--- src/rtl/i2c_master_reader.sv ---
// i2c_master_reader: I2C bus initiator that polls a read-only sensor with
// START, address+R, three data bytes (x_pos, y_pos, status) and STOP.
// SCL/SDA are open-drain: *_oe=1 pulls the line low, *_oe=0 releases it.
// Optional feature macro: I2C_CLK_STRETCH_EN (honour responder clock stretching).
// Handshake: start is sampled only while busy=0 (IDLE); done is a one-clk
// strobe marking the cycle in which x_pos/y_pos/status were refreshed together.
module i2c_master_reader #(
    parameter logic [6:0]  I2C_ADDR = 7'b1100100,
    parameter int unsigned QTR_DIV  = 4
) (
    input  logic       clk,
    input  logic       rst,
    input  logic       start,
    input  logic       scl_in,
    input  logic       sda_in,
    output logic       scl_oe,
    output logic       sda_oe,
    output logic [7:0] x_pos,
    output logic [7:0] y_pos,
    output logic [7:0] status,
    output logic       done,
    output logic       busy,
    output logic       nack_err,
    output logic [2:0] dbg_state
);

    typedef enum logic [2:0] {
        S_IDLE, S_START, S_ADDR, S_ADDR_ACK, S_READ, S_MACK, S_STOP, S_DONE
    } state_t;

    localparam int          QW        = $clog2(QTR_DIV);
    localparam logic [QW-1:0] QMAX    = QW'(QTR_DIV - 1);
    localparam logic [7:0]  ADDR_BYTE = {I2C_ADDR, 1'b1};

    state_t        state, state_nx;
    logic [QW-1:0] qcnt;
    logic [1:0]    q;
    logic [3:0]    bit_cnt;
    logic [1:0]    byte_cnt;
    logic [7:0]    shreg, byte0, byte1;
    logic          sda_m, sda_s;
    logic          timer_hold, qtick, cell_end, sample_now;

    // SDA pin synchroniser; idle bus level is high
    always_ff @(posedge clk or posedge rst) begin
        if (rst) {sda_s, sda_m} <= 2'b11;
        else     {sda_s, sda_m} <= {sda_m, sda_in};
    end

`ifdef I2C_CLK_STRETCH_EN
    logic scl_m, scl_s;
    // SCL pin synchroniser, used to detect a responder holding SCL low
    always_ff @(posedge clk or posedge rst) begin
        if (rst) {scl_s, scl_m} <= 2'b11;
        else     {scl_s, scl_m} <= {scl_m, scl_in};
    end
    // Q2 waits until the released SCL is actually seen high
    assign timer_hold = (q == 2'd2) && !scl_s;
`else
    logic unused_scl;
    assign unused_scl = scl_in;
    assign timer_hold = 1'b0;
`endif

    assign qtick      = (qcnt == QMAX) && !timer_hold;
    assign cell_end   = qtick && (q == 2'd3);
    assign sample_now = qtick && (q == 2'd2) &&
                        ((state == S_ADDR_ACK) || (state == S_READ));
    assign dbg_state  = state;

    // FSM state register
    always_ff @(posedge clk or posedge rst) begin
        if (rst) state <= S_IDLE;
        else     state <= state_nx;
    end

    // Next state and open-drain/status outputs
    always_comb begin
        state_nx = state;
        scl_oe   = 1'b0;
        sda_oe   = 1'b0;
        done     = 1'b0;
        busy     = (state != S_IDLE);
        case (state)
            S_IDLE: begin
                if (start) state_nx = S_START;
            end
            S_START: begin
                sda_oe = 1'b1;
                if (qtick && (q == 2'd1)) state_nx = S_ADDR;
            end
            S_ADDR: begin
                scl_oe = ~q[1];
                sda_oe = ~ADDR_BYTE[3'd7 - bit_cnt[2:0]];
                if (cell_end && (bit_cnt == 4'd7)) state_nx = S_ADDR_ACK;
            end
            S_ADDR_ACK: begin
                scl_oe = ~q[1];
                if (cell_end) state_nx = shreg[0] ? S_STOP : S_READ;
            end
            S_READ: begin
                scl_oe = ~q[1];
                if (cell_end && (bit_cnt == 4'd7)) state_nx = S_MACK;
            end
            S_MACK: begin
                scl_oe = ~q[1];
                sda_oe = (byte_cnt != 2'd2);
                if (cell_end) state_nx = (byte_cnt == 2'd2) ? S_STOP : S_READ;
            end
            S_STOP: begin
                scl_oe = ~q[1];
                sda_oe = (q != 2'd3);
                if (cell_end) state_nx = S_DONE;
            end
            S_DONE: begin
                done     = !nack_err;
                state_nx = S_IDLE;
            end
            default: state_nx = S_IDLE;
        endcase
    end

    // Quarter timer: restarts on every state change so each state begins at Q0
    always_ff @(posedge clk or posedge rst) begin
        if (rst) begin
            qcnt <= '0;
            q    <= 2'd0;
        end else if ((state == S_IDLE) || (state_nx != state)) begin
            qcnt <= '0;
            q    <= 2'd0;
        end else if (!timer_hold) begin
            if (qcnt == QMAX) begin
                qcnt <= '0;
                q    <= q + 2'd1;
            end else begin
                qcnt <= qcnt + QW'(1);
            end
        end
    end

    // Bit/byte counters, receive shifter and output byte registers
    always_ff @(posedge clk or posedge rst) begin
        if (rst) begin
            bit_cnt  <= 4'd0;
            byte_cnt <= 2'd0;
            shreg    <= 8'd0;
            byte0    <= 8'd0;
            byte1    <= 8'd0;
            nack_err <= 1'b0;
            x_pos    <= 8'd0;
            y_pos    <= 8'd0;
            status   <= 8'd0;
        end else begin
            if ((state == S_IDLE) && start) begin
                bit_cnt  <= 4'd0;
                byte_cnt <= 2'd0;
                nack_err <= 1'b0;
            end
            if (sample_now) shreg <= {shreg[6:0], sda_s};
            if (cell_end && ((state == S_ADDR) || (state == S_READ)))
                bit_cnt <= (bit_cnt == 4'd7) ? 4'd0 : bit_cnt + 4'd1;
            if (cell_end && (state == S_READ) && (bit_cnt == 4'd7)) begin
                if (byte_cnt == 2'd0) byte0 <= shreg;
                if (byte_cnt == 2'd1) byte1 <= shreg;
            end
            if (cell_end && (state == S_MACK) && (byte_cnt != 2'd2))
                byte_cnt <= byte_cnt + 2'd1;
            if (cell_end && (state == S_ADDR_ACK) && shreg[0])
                nack_err <= 1'b1;
            // byte 2 is still in the shifter; all three land together as DONE begins
            if (cell_end && (state == S_STOP) && !nack_err) begin
                x_pos  <= byte0;
                y_pos  <= byte1;
                status <= shreg;
            end
        end
    end

endmodule
--- config.mk ---
export PLATFORM = sky130hd
export DESIGN_NAME = i2c_master_reader
export DESIGN_NICKNAME = d
export VERILOG_FILES = /design/src/rtl/i2c_master_reader.sv
export SDC_FILE = /design/constraint.sdc
export NUM_CORES = 1
export LEC_CHECK = 0
export CORE_MARGIN = 3
export CORE_UTILIZATION = 59
export DETAILED_ROUTE_END_ITERATION = 7
export HOLD_SLACK_MARGIN = 0.15
export PLACE_DENSITY = 0.94
export SKIP_CTS_REPAIR_TIMING = 1
export SYNTH_ARGS = -nofsm -noshare
export SYNTH_HDL_FRONTEND = slang
export SYNTH_SLANG_ARGS = --single-unit
--- constraint.sdc ---
create_clock -name clk -period 6.5 [get_ports clk]
set_clock_uncertainty 0.15 [all_clocks]
set_input_delay 0.65 -clock clk [delete_from_list [all_inputs] [get_ports clk]]
set_output_delay 0.65 -clock clk [all_outputs]
set_load 0.05 [all_outputs]
Yosys cells after proc, flatten, opt, wreduce, memory -nomap -nowiden

Memories as Yosys holds them, arrays and structs flattened.
Index checks and enable logic that the tools add are counted.
W data, S select, Z words.

Bits in registers: 64
Bits in latches: 0
Bits in writable memories: 0
Memory bits (read-only): 8
Bits of input ports: 5
Output and inout bits: 32
Word-level logic and storage cells: 94
Memories: 1

Memories:

| name             | depth | bits a word | read ports | clocked after Yosys merged registers in | write ports | line | text |
|---|---|---|---|---|---|---|---|
| (name not given) | 8     | 1           | 1          | 0                                       | 0           | 94   | `sda_oe = ~ADDR_BYTE[3'd7 - bit_cnt[2:0]];` |

Add/sub/neg operators: 5
Multipliers: 0
Divide/modulo/power cells: 0
Magnitude comparators: 1
Equal/unequal tests: 17
Shifts and indexed selects: 0
Multiplexer cells: 25
Bitwise operators: 2
Reductions and logical operators: 29

Operators with widths:

| cell                  | count |
|---|---|
| $pmux W3 S8           | 1 |
| $mux W3               | 7 |
| $mux W2               | 8 |
| $logic_and A1 B1 Y1   | 15 |
| $eq A3 B3 Y1 const B  | 4 |
| $mux W4               | 3 |
| $eq A2 B2 Y1 const B  | 4 |
| $reduce_bool A2 Y1    | 4 |
| $add A2 B1 Y2 const B | 3 |
| $eq A3 B2 Y1 const B  | 2 |
| $mux W1               | 5 |
| $reduce_or A5 Y1      | 1 |
| $add A4 B1 Y4 const B | 1 |
| $eq A2 B1 Y1 const B  | 2 |
| $eq A4 B3 Y1 const B  | 1 |
| $lt A3 B4 Y1 const B  | 1 |
| $ne A2 B2 Y1 const B  | 2 |
| $pmux W1 S4           | 1 |
| $reduce_and A2 Y1     | 2 |
| $eq A3 B1 Y1 const B  | 1 |
| $logic_not A3 Y1      | 1 |
| $logic_or A1 B1 Y1    | 3 |
| $ne A3 B3 Y1          | 1 |
| $reduce_bool A3 Y1    | 1 |
| other kinds (4)       | 5 |

Logic depth before layout (Yosys ltp)

Gate-level depths: netlist of run 1.

Depth in word-level cells: 8
Depth in mapped cells: 8
Mapped depth without buffers: 7

Worst setup path before layout of run 1

No wires, ideal clock.

Kind: reg-to-output
Start: reg state[2], in the netlist dbg_state[2]
End: out done
Data arrival time: 2.314 ns
Required time: 5.700 ns
Setup slack: 3.386 ns
Stages on the path, launching flop included: 4
Buffers on the path: 1
Cells stage by stage: dfrtp_1 clkbuf_1 inv_1 nor3_1

Word-level cells in the longest chain between the ends: 2

Ends and longest elaborated chain:

| what                   | line | text |
|---|---|---|
| start, declared        | 35   | `state_t state, state_nx;` |
| start signal, assigned | 74   | `else state <= state_nx;` |
| $eq A3 B3 Y1           | 84   | `case (state)` |
| $mux W1                | 84   |  |
| end, declared          | 21   | `output logic done,` |

No other way between the ends.

Worst setup path after layout of run 1

Start: reg state[1], in the netlist dbg_state[1]
End: out sda_oe

Word-level cells in the longest chain between the ends: 2
Elaborated cells between the ends (all ways): 5
Those cells by class: 4 x eq/ne; 1 x mux

Ends and longest elaborated chain:

| what                                       | line | text |
|---|---|---|
| $eq A3 B3 Y1, or another cell as far along | 84   |  |
| $pmux W1 S4 (*)                            | 84   |  |
| end, declared                              | 17   | `output logic sda_oe,` |

Every way passes the cells marked *; elsewhere a longest branch is shown, timed or not.

==> results of run 1 <==
## report_power, final
group / leakage [nW] / switching [mW] / internal [mW] / total, mW
clock: 0.114 / 0.151 / 0.226 / 0.377
combinational: 0.656 / 0.113 / 0.0705 / 0.183
sequential: 0.882 / 0.0243 / 0.410 / 0.434
## sequential cells by signal, indices dropped and copies added (netlist names)
name,count
sda_s,1
byte_cnt,2
x_pos,8
byte1,8
status,8
q,2
y_pos,8
byte0,8
dbg_state,3
nack_err,1
sda_m,1
shreg,8
bit_cnt,4
qcnt,2
## per-stage QoR
step / cell area (sq um) / utilization / total power [mW]
6_report: 3573 / 0.7516 / 0.9947
5_1_grt: 3573 / 0.7516 / 1.030
4_1_cts: 3573 / 0.7516 / 1.002
3_5_place_dp: 3353 / 0.7053 / 0.6203
3_3_place_gp: 3353 / 0.7053 / 0.6113
2_1_floorplan: 2937 / - / 0.5761
## path summary, 6_finish.rpt
path | from | end | cells after the start
setup / recovery | dbg_state[1] | sda_oe | 5
hold / removal | sda_m | sda_s | 0
setup reg to reg | dbg_state[1] | status[5] | 4
hold reg to reg | sda_m | sda_s | 0
max in group asynchronous | rst | q[1] | 3
min in group asynchronous | rst | bit_cnt[1] | 3
## layout make-up
type	instances	area, sq um
clock inverters	5	78.83
clock buffers	11	141.4
inverters	12	45.04
fillers	303	1181
repair buffers	36	357.8
flip-flops and latches	64	1604
well taps	67	83.83
multi-input cells	148	1262
## routing by layer
layer | part of all wire | vias to the layer above
li1 | - | 919
met1 | 0.42 | 974
met2 | 0.51 | 68
met3 | 0.047 | 15
met4 | 0.024 | 0
met5 | 0 | -
## cells by family after synthesis
| group | share of synthesized area |
|---|---|
| multiplexers | 0.1964 |
| AO/OA/AOI/OAI | 0.08692 |
| buffers and inverters | 0.02599 |
| AND/OR/NAND/NOR | 0.09161 |
| XOR/XNOR | 0.005966 |
| adder cells (fa/ha/maj) | 0.04687 |
| flip-flops | 0.5462 |
## cells in the final DEF, fill, tap and decap left out, types with 2 or more instances in the layout
master	n
dfrtp_1	62
ha_1	11
nand3_1	6
nor2_1	8
o31ai_1	3
and2_1	2
nor2b_1	3
a2111o_1	2
inv_1	11
mux2_2	49
clkdlybuf4s50_1	35
nand2_1	10
nor3b_1	2
nand3b_1	2
nor3_1	9
a21oi_1	7
dfstp_2	2
bufinv_16	2
or3_1	2
o21ai_0	11
xnor2_1	2
clkinv_2	2
clkbuf_8	10
==> reports/results.ini, run 1 <==
[run_status]
outcome=finished clean

[floorplanning]
std_cell_rows=25
die-area_sq_mm=0.005860
core_sq_mm=0.004755
start_util=0.6176
die_y_um=76.55
ioPinCount=37
fp.dieW_um=76.55

[grt]
grt_util_met2=0.3585
antenna_found_initial=0
use_met3=0.06265
met1_usage=0.2705
grt_start_max_net_pins=65
grt_overflow=0
grt_first_pass_wirelength_um=9763
first_global_vias=2022
grt_use_total=0.2173
grt.busiest_layer=met2

[worst_setup_path]
slowest_delay_ns=0.85
worstPathRequired_ns=5.70
r2r_slack_ns=3.56
startpoint_type=register
cp_slowest_cell=clkdlybuf4s50_1
crit_fanout=19
endpoint_kind=output port
crit_chain=nor2b_1, nand2_1, o22a_1, o21ai_0, clkdlybuf4s50_1
path_class=reg -> out
critical_path_arrival_ns=2.85
critical-path-top-delay-family=buffers and inverters
path_buf_inv=1

[sta]
finalCritPeriodShare=0.5612
layout_setup_ws_ns=2.852
setup-violations-final=0
hold_viol_final=0
tns_ns=0
grt_setup_unrepaired=false
fin_crit_ns=3.648
relSlewSlack=0.2583
max_freq_mhz=274.1
drv_slew=0
worst_pin_slew_ns=1.109
hold-worst-slack_ns=0.2055

[layout]
area_delta_synth_final_pct=21.69
stdcell_count=343
drive_gt1_frac=0.2609
fin_nets=287
n_antenna_cell=0

[synth]
syn_inst=231
postSynthAreaPerCell_sq_um=12.71
syn_area_sq_mm=0.002937
synthArstFlopShare=1.000
synth_edf_count=0
synth.area.top_cells=dfrtp_1 (53%), mux2_2 (19%), ha_1 (4.7%), o21ai_0 (1.9%), dfstp_2 (1.8%)
ys_ff_latch=64
synthesis.nets=247
ys.flop_type=dfrtp_1
yosysMostFrequentCell=dfrtp_1
synth_top_area_cell=dfrtp_1
synth-seq-area-share=0.5462
synth.top_cells.by_count=dfrtp_1 (62), mux2_2 (49), inv_1 (12)
ys.warnings.count=0
synth_top_area_frac=0.5283
ys_types=40

[drt]
drc=0
drt-initial-drc-count=124
routedWlPerCell_um=17.06
num_vias=1976
viasPerCell=5.761
wirelength_um=5851
firstDrtPassIters=4
ant_nets=0

[placed_design]
place_ws_ns=3.289
post-place-cells=327
gp_congestion=0.8640
post-dp-hpwl_um=3995
numPortBuffers=35

[job]
max_cap_viol_count=0

[cts]
clk_pin_slew_ns=0.07
clk_path_buf_depth=2
clkLatencyLatePin_ns=0.34
clockRootBuffer=clkbuf_8
cts_buffers=9
cts_tree=built
cts_sinks=64
cts_max_level=3

[pwr]
p_leak_nw=1.652
p_per_area_mw_per_mm2=278.4
irDropWorstVdd_mv=0.2686

[hold_path]
worstHoldPathType=reg -> reg

(Power assumes the default switching activity.)
==> run 2: changes to the inputs <==
--- a/config.mk
+++ b/config.mk
@@ -6,10 +6,10 @@
 export NUM_CORES = 1
 export LEC_CHECK = 0
 export CORE_MARGIN = 3
-export CORE_UTILIZATION = 59
+export CORE_UTILIZATION = 55
 export DETAILED_ROUTE_END_ITERATION = 7
 export HOLD_SLACK_MARGIN = 0.15
-export PLACE_DENSITY = 0.94
+export PLACE_DENSITY = 0.89
 export SKIP_CTS_REPAIR_TIMING = 1
 export SYNTH_ARGS = -nofsm -noshare
 export SYNTH_HDL_FRONTEND = slang
==> constraint.sdc (replaced) <==
create_clock -name clk -period 3.8 [get_ports clk]
set_clock_uncertainty 0.15 [all_clocks]
set_input_delay 0.38 -clock clk [delete_from_list [all_inputs] [get_ports clk]]
set_output_delay 0.38 -clock clk [all_outputs]
set_load 0.05 [all_outputs]
==> run 2 against run 1 <==
Net effect: sequential power up 70%; final area unchanged; count of clock-buffer cells in the layout unchanged; clock power up 51%; hold slack better by 0.0046 ns; power up 62%; die area up 6.7%; sequential share of layout area unchanged; non-clock buffer count up 3; sequential cell count unchanged; combinational power up 68%; register-to-register slack worse by 2.7 ns.
==> reports/results.ini, run 2 (synthesis gave the netlist of run 1 again) <==
[sta]
max_freq_mhz=311.9
hold_viol_final=0  ; unchanged
setup-violations-final=0  ; unchanged
drv_slew=0  ; unchanged
worst_pin_slew_ns=0.9083  ; -0.2007 ns
fin_crit_ns=3.206
grt_setup_unrepaired=false
finalCritPeriodShare=0.8438
relSlewSlack=0.3936  ; +0.1353
hold-worst-slack_ns=0.2101  ; +0.004617 ns
tns_ns=0  ; unchanged

[cts]
cts_tree=built
clockRootBuffer=clkbuf_8
cts_max_level=3  ; unchanged
clkLatencyLatePin_ns=0.34  ; about the same
clk_pin_slew_ns=0.07  ; about the same
cts_sinks=64  ; unchanged
clk_path_buf_depth=2  ; unchanged
cts_buffers=9  ; unchanged

[worst_setup_path]
rr_worst_depth=7  ; +3
rr_startpoint=dbg_state[2]
endpoint_kind=output port
startpoint_type=register
worstPathRequired_ns=3.27  ; -2.43 ns
crit_chain=nor2b_1, nand2_1, o22a_1, o21ai_0, clkdlybuf4s50_1
crit_fanout=21  ; +2
cp_slowest_cell=clkdlybuf4s50_1
critical_path_arrival_ns=2.68  ; -0.17 ns
crit_start=dbg_state[0]
r2r_slack_ns=0.90  ; -2.66 ns
slowest_delay_ns=0.82  ; -0.03 ns
r2r_end=q[1]
path_class=reg -> out
crit_path_end=sda_oe

[drt]
wirelength_um=5608  ; -4.2%
ant_nets=0  ; unchanged
viasPerCell=5.653  ; -1.9%
routedWlPerCell_um=16.21  ; -5.0%
drc=0  ; unchanged
firstDrtPassIters=5  ; +1
num_vias=1956  ; -1.0%
drt-initial-drc-count=111  ; -10%

[floorplanning]
die_y_um=79.07  ; +3.3%
core_sq_mm=0.004942  ; +3.9%
std_cell_rows=25  ; unchanged
start_util=0.5942  ; -0.02345
fp.dieW_um=79.07  ; +3.3%
die-area_sq_mm=0.006252  ; +6.7%
ioPinCount=37  ; unchanged

[grt]
first_global_vias=2062  ; +2.0%
grt_start_max_net_pins=48  ; -26%
grt_use_total=0.2082  ; -0.009089
antenna_found_initial=0  ; unchanged
grt_first_pass_wirelength_um=10010  ; +2.5%
grt_overflow=0  ; unchanged

[layout]
final_cell_mix=dfrtp_1 (62), mux2_2 (49), clkdlybuf4s50_1 (35)
area_delta_synth_final_pct=21.69  ; unchanged
final_common_cell=dfrtp_1
fin_nets=290  ; +1.0%
n_antenna_cell=0  ; unchanged
final_area_sq_mm=0.003573  ; unchanged
drive_gt1_frac=0.2688  ; +0.007948
fillerInstances=365  ; +20%

[job]
max_cap_viol_count=0  ; unchanged

[pwr]
p_per_area_mw_per_mm2=452.2  ; +62%
p_leak_nw=1.653  ; about the same
irDropWorstVdd_mv=0.3702  ; +38%
power_mw=1.616  ; +62%

[run_status]
outcome=finished clean

[hold_path]
worstHoldPathType=reg -> reg

[placed_design]
dpl_cell_area_sq_mm=0.003376  ; +0.67%
gp_congestion=0.9195  ; +6.4%
post-dp-hpwl_um=3898  ; -2.4%
numPortBuffers=35  ; unchanged

-- run 2: cell types whose count changed in the layout (fill, tap and decap cells not counted) --
cell / previous run / this run
buf_4: 1 / 4
bufinv_16: 2 / 1
clkinv_4: 0 / 1
clkinvlp_4: 0 / 1
inv_6: 1 / 0
-- run 2: report_power, final --
part	switching, mW	leakage, nW	internal (mW)	total, mW
clock network	0.252	0.0993	0.320	0.571
logic	0.185	0.671	0.122	0.307
registers	0.0360	0.882	0.702	0.738
total	0.473	1.65	1.14	1.62
-- run 2: worst min path at each step --
stage	from	end	slack [ns]	cells after the start
after detailed placement	sda_m	sda_s	0.20	0
after global routing	sda_m	sda_s	0.22	0
after CTS	sda_m	sda_s	0.21	0
final	sda_m	sda_s	0.21	0
after global placement	sda_m	sda_s	0.20	0
after floorplan	sda_m	sda_s	0.20	0
-- run 2: metal layers --
| metal | up-vias | global-route usage | share of wire | wire, um |
|---|---|---|---|---|
| met2 | 60 | 0.3342 | 0.49 | 2728 |
| met5 | - | 0 | 0 | 0 |
| met3 | 9 | 0.04875 | 0.049 | 273 |
| met4 | 0 | 0.08247 | 0.017 | 97 |
| li1 | 923 | - | - | - |
| met1 | 964 | 0.2740 | 0.45 | 2509 |
-- run 2: layout make-up --
| cell class | count | area, sq um | share of cell area |
|---|---|---|---|
| inverters | 12 | 45.04 | 0.01261 |
| clock inverters | 5 | 56.30 | 0.01576 |
| well taps | 67 | 83.83 | 0.02346 |
| multi-input cells | 148 | 1262 | 0.3533 |
| clock buffers | 11 | 141.4 | 0.03957 |
| repair buffers | 39 | 380.4 | 0.1064 |
| flip-flops and latches | 64 | 1604 | 0.4489 |
-- run 2: metrics by stage --
stage | worst slack (ns) | utilization | std cells
after CTS | 0.6101 | 0.7230 | 346
after global placement | 1.004 | 0.6830 | 330
after floorplan | 0.8685 | - | 231
after detailed placement | 0.9199 | 0.6830 | 330
final | 0.5935 | 0.7230 | 346
after global routing | 0.4554 | 0.7230 | 346
-- run 2: critical path: cells and delay by family (launching register included) --
| kind | cells | cell delay (ns) |
|---|---|---|
| and+or+nand+nor | 2 | 0.60 |
| AOI/OAI and AO/OA | 2 | 0.35 |
| buffers and inverters | 1 | 0.82 |
| DFF | 1 | 0.58 |
==> run 3: changes to the inputs <==
--- a/config.mk
+++ b/config.mk
@@ -6,10 +6,10 @@
 export NUM_CORES = 1
 export LEC_CHECK = 0
 export CORE_MARGIN = 3
-export CORE_UTILIZATION = 55
+export CORE_UTILIZATION = 49
 export DETAILED_ROUTE_END_ITERATION = 7
 export HOLD_SLACK_MARGIN = 0.15
-export PLACE_DENSITY = 0.89
+export PLACE_DENSITY = 0.85
 export SKIP_CTS_REPAIR_TIMING = 1
 export SYNTH_ARGS = -nofsm -noshare
 export SYNTH_HDL_FRONTEND = slang
==> constraint.sdc (replaced) <==
create_clock -name clk -period 2.8 [get_ports clk]
set_clock_uncertainty 0.15 [all_clocks]
set_input_delay 0.28 -clock clk [delete_from_list [all_inputs] [get_ports clk]]
set_output_delay 0.28 -clock clk [all_outputs]
set_load 0.05 [all_outputs]
==> run 3 against run 2 <==
Net effect: worst setup slack got worse by 0.46 ns; hold slack got worse by 0.037 ns; global-route usage decreased by 3.1 points; final area increased by 1.2%; clock power increased by 40%; largest power group unchanged; final cell count increased by 2.6%; highest routed layer unchanged; critical path depth decreased by 1; register-to-register slack got worse by 0.67 ns; utilization decreased by 8.2 points.
==> reports/results.ini, run 3 (synthesis gave the netlist of run 1 again) <==
[run_status]
outcome=finished clean

[drt]
wirelength_um=5684  ; +1.4%
firstDrtPassIters=4  ; -1
drc=0  ; unchanged
ant_nets=0  ; unchanged
viasPerCell=5.577  ; -1.3%
num_vias=1980  ; +1.2%
drt-initial-drc-count=174  ; +57%
routedWlPerCell_um=16.01  ; -1.2%

[worst_setup_path]
cp_slowest_cell=clkdlybuf4s50_1
endpoint_kind=output port
slowest_delay_ns=0.84  ; +0.02 ns
worstPathRequired_ns=2.37  ; -0.90 ns
crit_fanout=19  ; -9.5%
startpoint_type=register
critical_path_arrival_ns=2.24  ; -0.44 ns
crit_chain=inv_1, buf_4, nor3_1, clkdlybuf4s50_1
path_buf_inv=3  ; +2
critical-path-top-delay-family=buffers and inverters
path_class=reg -> out

[floorplanning]
std_cell_rows=27  ; +8.0%
start_util=0.5205  ; -0.07366
die-area_sq_mm=0.006958  ; +11%
fp.dieW_um=83.42  ; +5.5%
ioPinCount=37  ; unchanged
core_sq_mm=0.005642  ; +14%
die_y_um=83.42  ; +5.5%

[sta]
hold_viol_final=0  ; unchanged
worst_pin_slew_ns=0.6679  ; -0.2403 ns
grt_setup_unrepaired=false
drv_slew=0  ; unchanged
max_freq_mhz=374.9
finalCritPeriodShare=0.9527
relSlewSlack=0.5531  ; +0.1595
tns_ns=0  ; unchanged
setup-violations-final=0  ; unchanged
hold-worst-slack_ns=0.1728  ; -0.03735 ns
fin_crit_ns=2.668

[cts]
cts_sinks=64  ; unchanged
cts_tree=built
clk_pin_slew_ns=0.07  ; about the same
clk_path_buf_depth=2  ; unchanged
cts_max_level=3  ; unchanged
clkLatencyLatePin_ns=0.34  ; about the same
clockRootBuffer=clkbuf_8
cts_buffers=9  ; unchanged

[layout]
fillerInstances=402  ; +10%
fin_nets=294  ; +1.4%
multiInputGateArea_sq_mm=0.001262  ; unchanged
regArea_sq_mm=0.001607  ; +0.16%
n_antenna_cell=0  ; unchanged
drive_gt1_frac=0.2968  ; +0.02800
final_common_cell=dfrtp_1
stdcell_count=355  ; +2.6%
final_cell_mix=dfrtp_1 (60), mux2_2 (49), clkdlybuf4s50_1 (33)
area_delta_synth_final_pct=23.09
fin_util=0.6407  ; -0.08232

[grt]
grt_overflow=0  ; unchanged
first_global_vias=2033  ; -1.4%
antenna_found_initial=0  ; unchanged
grt_first_pass_wirelength_um=9798  ; -2.1%
grt_use_total=0.1769  ; -0.03129
grt_start_max_net_pins=36  ; -25%

[pwr]
irDropWorstVdd_mv=0.3543  ; -4.3%
seq_power_share=0.444  ; -0.012
power.share.clock=0.358  ; +0.005
sw_frac_of_total=0.2991  ; +0.006383
p_sw_uw=667.6  ; +41%
p_int_mw=1.564  ; +37%
power.share.combinational=0.198  ; +0.008
p_per_area_mw_per_mm2=617.4  ; +37%
p_leak_nw=1.670  ; +1.0%
power_mw=2.232  ; +38%

[job]
max_cap_viol_count=0  ; unchanged

[placed_design]
post-dp-hpwl_um=3915  ; +0.43%
post-place-cells=339  ; +2.7%
numPortBuffers=35  ; unchanged
gp_congestion=0.9232  ; +0.40%

[hold_path]
worstHoldPathType=in -> async

run 3: cell types whose count changed in the layout (fill, tap and decap cells not counted), sizes merged:
cell           before  now
buf                 4   10
inv                12   13
clkinvlp            1    2
clkbuf             11   10
clkdlybuf4s50      35   33
clkinv              3    2
run 3: area by class of cell:
| type | count | area share |
|---|---|---|
| Clock inverter | 6 | 0.01869 |
| Multi-Input combinational cell | 148 | 0.3493 |
| Timing Repair Buffer | 43 | 0.1121 |
| Clock buffer | 10 | 0.03808 |
| Tap cell | 72 | 0.02492 |
| Inverter | 12 | 0.01246 |
| Sequential cell | 64 | 0.4444 |
run 3: per-stage QoR:
step	setup WS (ns)	area, sq um
5_1_grt	0.02792	3615
3_5_place_dp	0.2699	3410
2_1_floorplan	0.04796	2939
6_report	0.1324	3615
4_1_cts	0.1351	3615
3_3_place_gp	0.3791	3410
run 3: worst paths after layout:
path / cells past startpoint / end / slack, ns / from
max in group asynchronous: 3 / sda_s / 1.95 / rst
min: 3 / byte1[7] / 0.17 / rst
max: 4 / done / 0.13 / dbg_state[2]
max reg2reg: 7 / q[0] / 0.23 / dbg_state[2]
min in group clk: 1 / sda_m / 0.20 / sda_in
min reg2reg: 0 / sda_s / 0.21 / sda_m
run 3: tightest hold or removal path, stage by stage:
cell and delay, ns:
clkdlybuf4s50_1 0.42, inv_2 0.06, buf_4 0.33
run 3: power groups by stage:
stage	logic [mW]	clock network, mW	registers (mW)
global placement	0.432	0	1.01
finish	0.442	0.799	0.992
CTS	0.447	0.817	0.989
global route	0.485	0.861	0.994
detailed placement	0.444	0	1.01
floorplan	0.324	0	1.01
run 3: layer usage:
metal / GRT usage / share of wire / up-vias / wire [um]
li1: - / - / 925 / -
met1: 0.2243 / 0.43 / 987 / 2463
met2: 0.2952 / 0.50 / 59 / 2832
met3: 0.02976 / 0.048 / 9 / 270
met4: 0.08333 / 0.021 / 0 / 117
met5: 0 / 0 / - / 0
